==> src/rtl/hazard_pkg.sv <==
// Shared types and defaults for the pipeline hazard (stall/flush) controller.
package hazard_pkg;
   localparam int REG_AW_D = 5;
   localparam int CNT_W_D  = 16;

   typedef enum logic [1:0] {
      RUN      = 2'd0,
      MEM_WAIT = 2'd1,
      FAULT    = 2'd2
   } state_t;
endpackage

==> src/rtl/sat_counter.sv <==
// Saturating event counter: increments on INC, holds at all-ones.
module sat_counter #(
   parameter int CNT_W = 16
) (
   input  logic             CLK,
   input  logic             RESET,
   input  logic             INC,
   output logic [CNT_W-1:0] COUNT
);
   logic [CNT_W-1:0] r_count;

   always_ff @(posedge CLK or posedge RESET) begin
      if (RESET)
         r_count <= '0;
      else if (INC && !(&r_count))
         r_count <= r_count + CNT_W'(1);
   end

   assign COUNT = r_count;
endmodule

==> src/rtl/hazard_detection_unit.sv <==
// Stall/flush controller: load-use bubble, taken-branch flush, data-memory wait
// freeze with timeout fault, plus saturating performance counters.
module hazard_detection_unit
   import hazard_pkg::*;
#(
   parameter int REG_AW      = REG_AW_D,
   parameter int CNT_W       = CNT_W_D,
   parameter int MEM_TIMEOUT = 15
) (
   input  logic              CLK,
   input  logic              RESET,
   input  logic [REG_AW-1:0] RS1_ID,
   input  logic [REG_AW-1:0] RS2_ID,
   input  logic              USES_RS1_ID,
   input  logic              USES_RS2_ID,
   input  logic [REG_AW-1:0] RD_EX,
   input  logic              MEMREAD_EX,
   input  logic              BRANCH_EX,
   input  logic              DMEM_REQ_MEM,
   input  logic              DMEM_ACK,
   output logic              PC_WRITE,
   output logic              IFID_WRITE,
   output logic              IFID_FLUSH,
   output logic              IDEX_WRITE,
   output logic              IDEX_FLUSH,
   output logic              EXMEM_WRITE,
   output logic              MEMWB_BUBBLE,
   output logic              MEM_FAULT,
   output logic [CNT_W-1:0]  STALL_CNT,
   output logic [CNT_W-1:0]  FLUSH_CNT,
   output logic [CNT_W-1:0]  WAIT_CNT
);
   localparam logic [CNT_W-1:0] TMO = CNT_W'(MEM_TIMEOUT);

   state_t           r_state, w_state_nxt;
   logic [CNT_W-1:0] r_wait_cyc, w_wait_cyc_nxt, w_wait_inc1;
   logic             w_load_use, w_mem_stall;
   logic             w_freeze, w_decode;
   logic             w_stall_inc, w_flush_inc, w_wait_inc;

   assign w_load_use = MEMREAD_EX && (RD_EX != '0) &&
                       ((USES_RS1_ID && (RD_EX == RS1_ID)) ||
                        (USES_RS2_ID && (RD_EX == RS2_ID)));
   assign w_mem_stall = DMEM_REQ_MEM && !DMEM_ACK;
   assign w_wait_inc1 = r_wait_cyc + CNT_W'(1);

   always_ff @(posedge CLK or posedge RESET) begin
      if (RESET) begin
         r_state    <= RUN;
         r_wait_cyc <= '0;
      end else begin
         r_state    <= w_state_nxt;
         r_wait_cyc <= w_wait_cyc_nxt;
      end
   end

   // r_wait_cyc counts freeze cycles of the current memory wait, including the entry cycle
   always_comb begin
      w_state_nxt    = r_state;
      w_wait_cyc_nxt = r_wait_cyc;
      w_freeze       = 1'b0;
      w_decode       = 1'b0;
      w_wait_inc     = 1'b0;
      case (r_state)
         RUN: begin
            if (w_mem_stall) begin
               w_freeze       = 1'b1;
               w_wait_inc     = 1'b1;
               w_wait_cyc_nxt = CNT_W'(1);
               w_state_nxt    = (TMO == CNT_W'(1)) ? FAULT : MEM_WAIT;
            end else begin
               w_decode = 1'b1;
            end
         end
         MEM_WAIT: begin
            if (!DMEM_ACK) begin
               w_freeze       = 1'b1;
               w_wait_inc     = 1'b1;
               w_wait_cyc_nxt = w_wait_inc1;
               if (w_wait_inc1 == TMO) w_state_nxt = FAULT;
            end else begin
               w_decode    = 1'b1;
               w_state_nxt = RUN;
            end
         end
         FAULT:   w_freeze = 1'b1;
         default: w_state_nxt = RUN;
      endcase
   end

   always_comb begin
      PC_WRITE     = 1'b1;
      IFID_WRITE   = 1'b1;
      IFID_FLUSH   = 1'b0;
      IDEX_WRITE   = 1'b1;
      IDEX_FLUSH   = 1'b0;
      EXMEM_WRITE  = 1'b1;
      MEMWB_BUBBLE = 1'b0;
      w_flush_inc  = 1'b0;
      w_stall_inc  = 1'b0;
      if (RESET) begin
         PC_WRITE     = 1'b0;
         IFID_WRITE   = 1'b0;
         IDEX_WRITE   = 1'b0;
         EXMEM_WRITE  = 1'b0;
         IFID_FLUSH   = 1'b1;
         IDEX_FLUSH   = 1'b1;
         MEMWB_BUBBLE = 1'b1;
      end else if (w_freeze) begin
         PC_WRITE     = 1'b0;
         IFID_WRITE   = 1'b0;
         IDEX_WRITE   = 1'b0;
         EXMEM_WRITE  = 1'b0;
         MEMWB_BUBBLE = 1'b1;
      end else if (w_decode && BRANCH_EX) begin
         IFID_FLUSH  = 1'b1;
         IDEX_FLUSH  = 1'b1;
         w_flush_inc = 1'b1;
      end else if (w_decode && w_load_use) begin
         PC_WRITE    = 1'b0;
         IFID_WRITE  = 1'b0;
         IDEX_FLUSH  = 1'b1;
         w_stall_inc = 1'b1;
      end
   end

   assign MEM_FAULT = (r_state == FAULT);

   sat_counter #(.CNT_W(CNT_W)) u_stall_cnt (
      .CLK(CLK), .RESET(RESET), .INC(w_stall_inc), .COUNT(STALL_CNT));
   sat_counter #(.CNT_W(CNT_W)) u_flush_cnt (
      .CLK(CLK), .RESET(RESET), .INC(w_flush_inc), .COUNT(FLUSH_CNT));
   sat_counter #(.CNT_W(CNT_W)) u_wait_cnt (
      .CLK(CLK), .RESET(RESET), .INC(w_wait_inc), .COUNT(WAIT_CNT));
endmodule
==> config.mk <==
export PLATFORM = sky130hd
export DESIGN_NAME = hazard_detection_unit
export DESIGN_NICKNAME = d
export VERILOG_FILES = /design/src/rtl/hazard_pkg.sv /design/src/rtl/sat_counter.sv /design/src/rtl/hazard_detection_unit.sv
export SDC_FILE = /design/constraint.sdc
export NUM_CORES = 1
export LEC_CHECK = 0
export ABC_CLOCK_PERIOD_IN_PS = 2250
export CELL_PAD_IN_SITES_DETAIL_PLACEMENT = 0
export CELL_PAD_IN_SITES_GLOBAL_PLACEMENT = 2
export CORE_MARGIN = 2
export CORE_UTILIZATION = 32
export CTS_BUF_LIST = sky130_fd_sc_hd__clkbuf_8
export CTS_CLUSTER_SIZE = 28
export DETAILED_ROUTE_END_ITERATION = 10
export MAX_ROUTING_LAYER = met4
export PLACE_DENSITY = 0.85
export SYNTH_ARGS = -nofsm -noshare
export SYNTH_HDL_FRONTEND = slang
export SYNTH_SLANG_ARGS = --single-unit
export TNS_END_PERCENT = 30
==> constraint.sdc <==
create_clock -name CLK -period 2.25 [get_ports CLK]
set_input_delay 0.3375 -clock CLK [delete_from_list [all_inputs] [get_ports CLK]]
set_output_delay 0.3375 -clock CLK [all_outputs]
set_load 0.1 [all_outputs]
==> metrics.cfg <==
[outcome]
outcome = finished clean

[die]
die_h_microns = 111
core_area_sq_um = 11000
fp-row-count = 38
chipWidth_microns = 111
floorplan.initialDensity_pct = 33.1
dieArea_sq_um = 12200
ios = 79

[job]
drv_cap = 0

[synth]
seq_area_frac_synth_pct = 45.4
synth_cell_types = 48
ys_async_sr_fraction_pct = 100
netlist_instances = 373
synth_nets = 401
synth_edf_count = 0
ys.flop_type = dfrtp_1
syn_avg_cell_area_sq_um = 9.75
netlist_area_sq_um = 3640
yosys_warnings = 0
ys_ff_latch = 66

[final_layout]
antennaDiodeCount = 0
seq_area_sq_um = 1650
final_util_pct = 45.3
syn2layout_area_growth_pct = 36.9
drive_gt1_share_pct = 29.8
n_fill_cell = 1061
multi_input_area_sq_um = 1940
nets = 506

[grt]
grt_max_degree = 40
grt_pass1_vias = 3007
grt_antenna_before_repair = 0
grt_pass1_wl_mm = 15.0
grt_usage_pct = 15.0
overflow = 0

[setup_path]
cp-start-kind = primary input
crit_required_ns = 1.91
cp-end-kind = output pin
critPathMaxFanout = 2
critical_path_class = in2out
worstPathArrival_ns = 1.85

[place]
routabilityCongestion = 0.772
dp_hpwl_mm = 6.46
pre_cts_ws_ns = -0.355
numPortBuffers = 78

[worst_hold_path]
hold_path_class = reg2reg

[drt]
vias = 3065
ant_nets = 0
drc = 0
routed_wl_mm = 8.58
drt-initial-drc-count = 196
via_per_inst = 4.92
wl_per_cell_microns = 13.8
first_pass_iters = 4

[cts]
clock_path_buffers = 2
root_buffer = clkbuf_8
cts.htree.levels = 3
cts.clk_slew.worst_paths_ns = 0.08
clock-sinks = 66
clkLatencyLatePin_ns = 0.33
cts_tree = yes
cts_buffers = 9

[timing]
hold_viol = 0
max_freq_ghz = 0.457
period_share_pct = 97.2
rsz0062_at_grt = true
setup_viol = 0
max_slew.worst_pin.slew_ns = 0.595
worst_slack_ns = 0.0623
drv_slew = 0
relSlewSlack_pct = 60.2
final.setup_skew_ns = 0.0164
setup-tns-final_ns = 0
period_minus_slack_ns = 2.19

[power]
ir_worst_vdd_uv = 1030
power_leakage_uw = 0.00228
powerDensity_nw_per_um2 = 772

==> layout make-up <==
cell class	count	share of cell area (%)
clock buffer	10	2.77
clock inverter	6	1.28
inverter	9	0.830
multi-input combinational	282	39.0
sequential	66	33.2
tap	140	3.52
timing repair buffer	110	19.4
==> cells in the mapped netlist (all sizes together) (6+ instances only) <==
cell type	instances	area share, %
and3	12	2.1
nor3	17	4.2
a31oi	6	1.0
inv	9	0.93
buf	8	1.3
nand4	20	3.4
xnor2	38	9.2
nand3	24	3.4
dfrtp	66	45
nor4	9	2.4
clkbuf	8	0.83
o21ai	22	3.0
nor2	18	1.9
xor2	22	5.3
nand2	49	5.1
==> per-layer routing <==
layer	share of wire, %	track usage [%]	vias up
met2	47	23.4	71
met5	0	-	-
li1	-	-	1530
met1	49	20.5	1459
met4	0.51	3.00	0
met3	4.1	3.07	5
==> flip-flops by register name, indices dropped and copies added, names as in the netlist <==
| register | flops |
|---|---|
| r_wait_cyc | 16 |
| u_flush_cnt.COUNT | 16 |
| u_stall_cnt.COUNT | 16 |
| u_wait_cnt.COUNT | 16 |
| r_state | 2 |
==> cell usage in the layout (no fill, tap or decap), types with 12 or more instances in the layout <==
| master | count |
|---|---|
| dfrtp_1 | 64 |
| nand4_1 | 20 |
| nand2_1 | 48 |
| xnor2_1 | 38 |
| nand3_1 | 22 |
| o21ai_0 | 20 |
| nor2_1 | 15 |
| clkdlybuf4s50_1 | 16 |
| xor2_1 | 22 |
| buf_4 | 80 |
| and3_1 | 12 |
==> critical path: stages <==
cell	delay (ns)
dlygate4sd2_1	0.25
or4_4	0.55
o21ai_4	0.18
nor3_2	0.07
nand2_2	0.08
nor2_2	0.05
nor2_4	0.14
buf_12	0.19
==> cells by family after synthesis <==
group                    after synthesis  share of synthesized area (%)
multiplexers                           3                          0.929
AO/OA/AOI/OAI                         47                           7.88
buffers and inverters                 25                           3.10
adder cells (fa/ha/maj)                5                           1.72
AND/OR/NAND/NOR                      167                           26.5
XOR/XNOR                              60                           14.5
flip-flops                            66                           45.4
==> path summary, 6_finish.rpt <==
| path | slack, ns | end | cells past startpoint | start |
|---|---|---|---|---|
| worst max-delay path | 0.06 | PC_WRITE | 8 | RD_EX[4] |
| worst min-delay path | 0.49 | u_stall_cnt.COUNT[8]$_DFFE_PP0P_ | 1 | u_stall_cnt.COUNT[8]$_DFFE_PP0P_ |
| worst max register to register | 0.27 | r_state[1]$_DFFE_PP0P_ | 7 | r_wait_cyc[0]$_DFFE_PP0P_ |
| worst min register to register | 0.49 | u_stall_cnt.COUNT[8]$_DFFE_PP0P_ | 1 | u_stall_cnt.COUNT[8]$_DFFE_PP0P_ |
| max in group asynchronous | 1.14 | r_wait_cyc[0]$_DFFE_PP0P_ | 4 | RESET |
| min in group asynchronous | 0.63 | u_flush_cnt.COUNT[5]$_DFFE_PP0P_ | 4 | RESET |
==> power by group <==
group          internal (uW)  total, uW  switching (uW)
clock network            542       1020             473
registers               1300       1460             167
logic                    352       1370            1010
==> metrics by stage <==
step	instances	hold WS [ns]	power, uW	cell area [sq um]
floorplan	373	0.470	2480	3680
global placement	606	0.475	2840	4730
detailed placement	606	0.487	2850	4730
CTS	623	0.499	3890	4960
global route	623	0.511	4040	4980
finish	623	0.493	3840	4980
==> timing repair <==
item,in CTS,in global routing
resized for setup,15,4
pin swaps,6,1
setup endpoints to repair,3,5
hold buffers,0,0
setup buffers,2,0
endpoints found under the hold margin,0,0
Note: power is estimated with default switching activity, not from simulation.
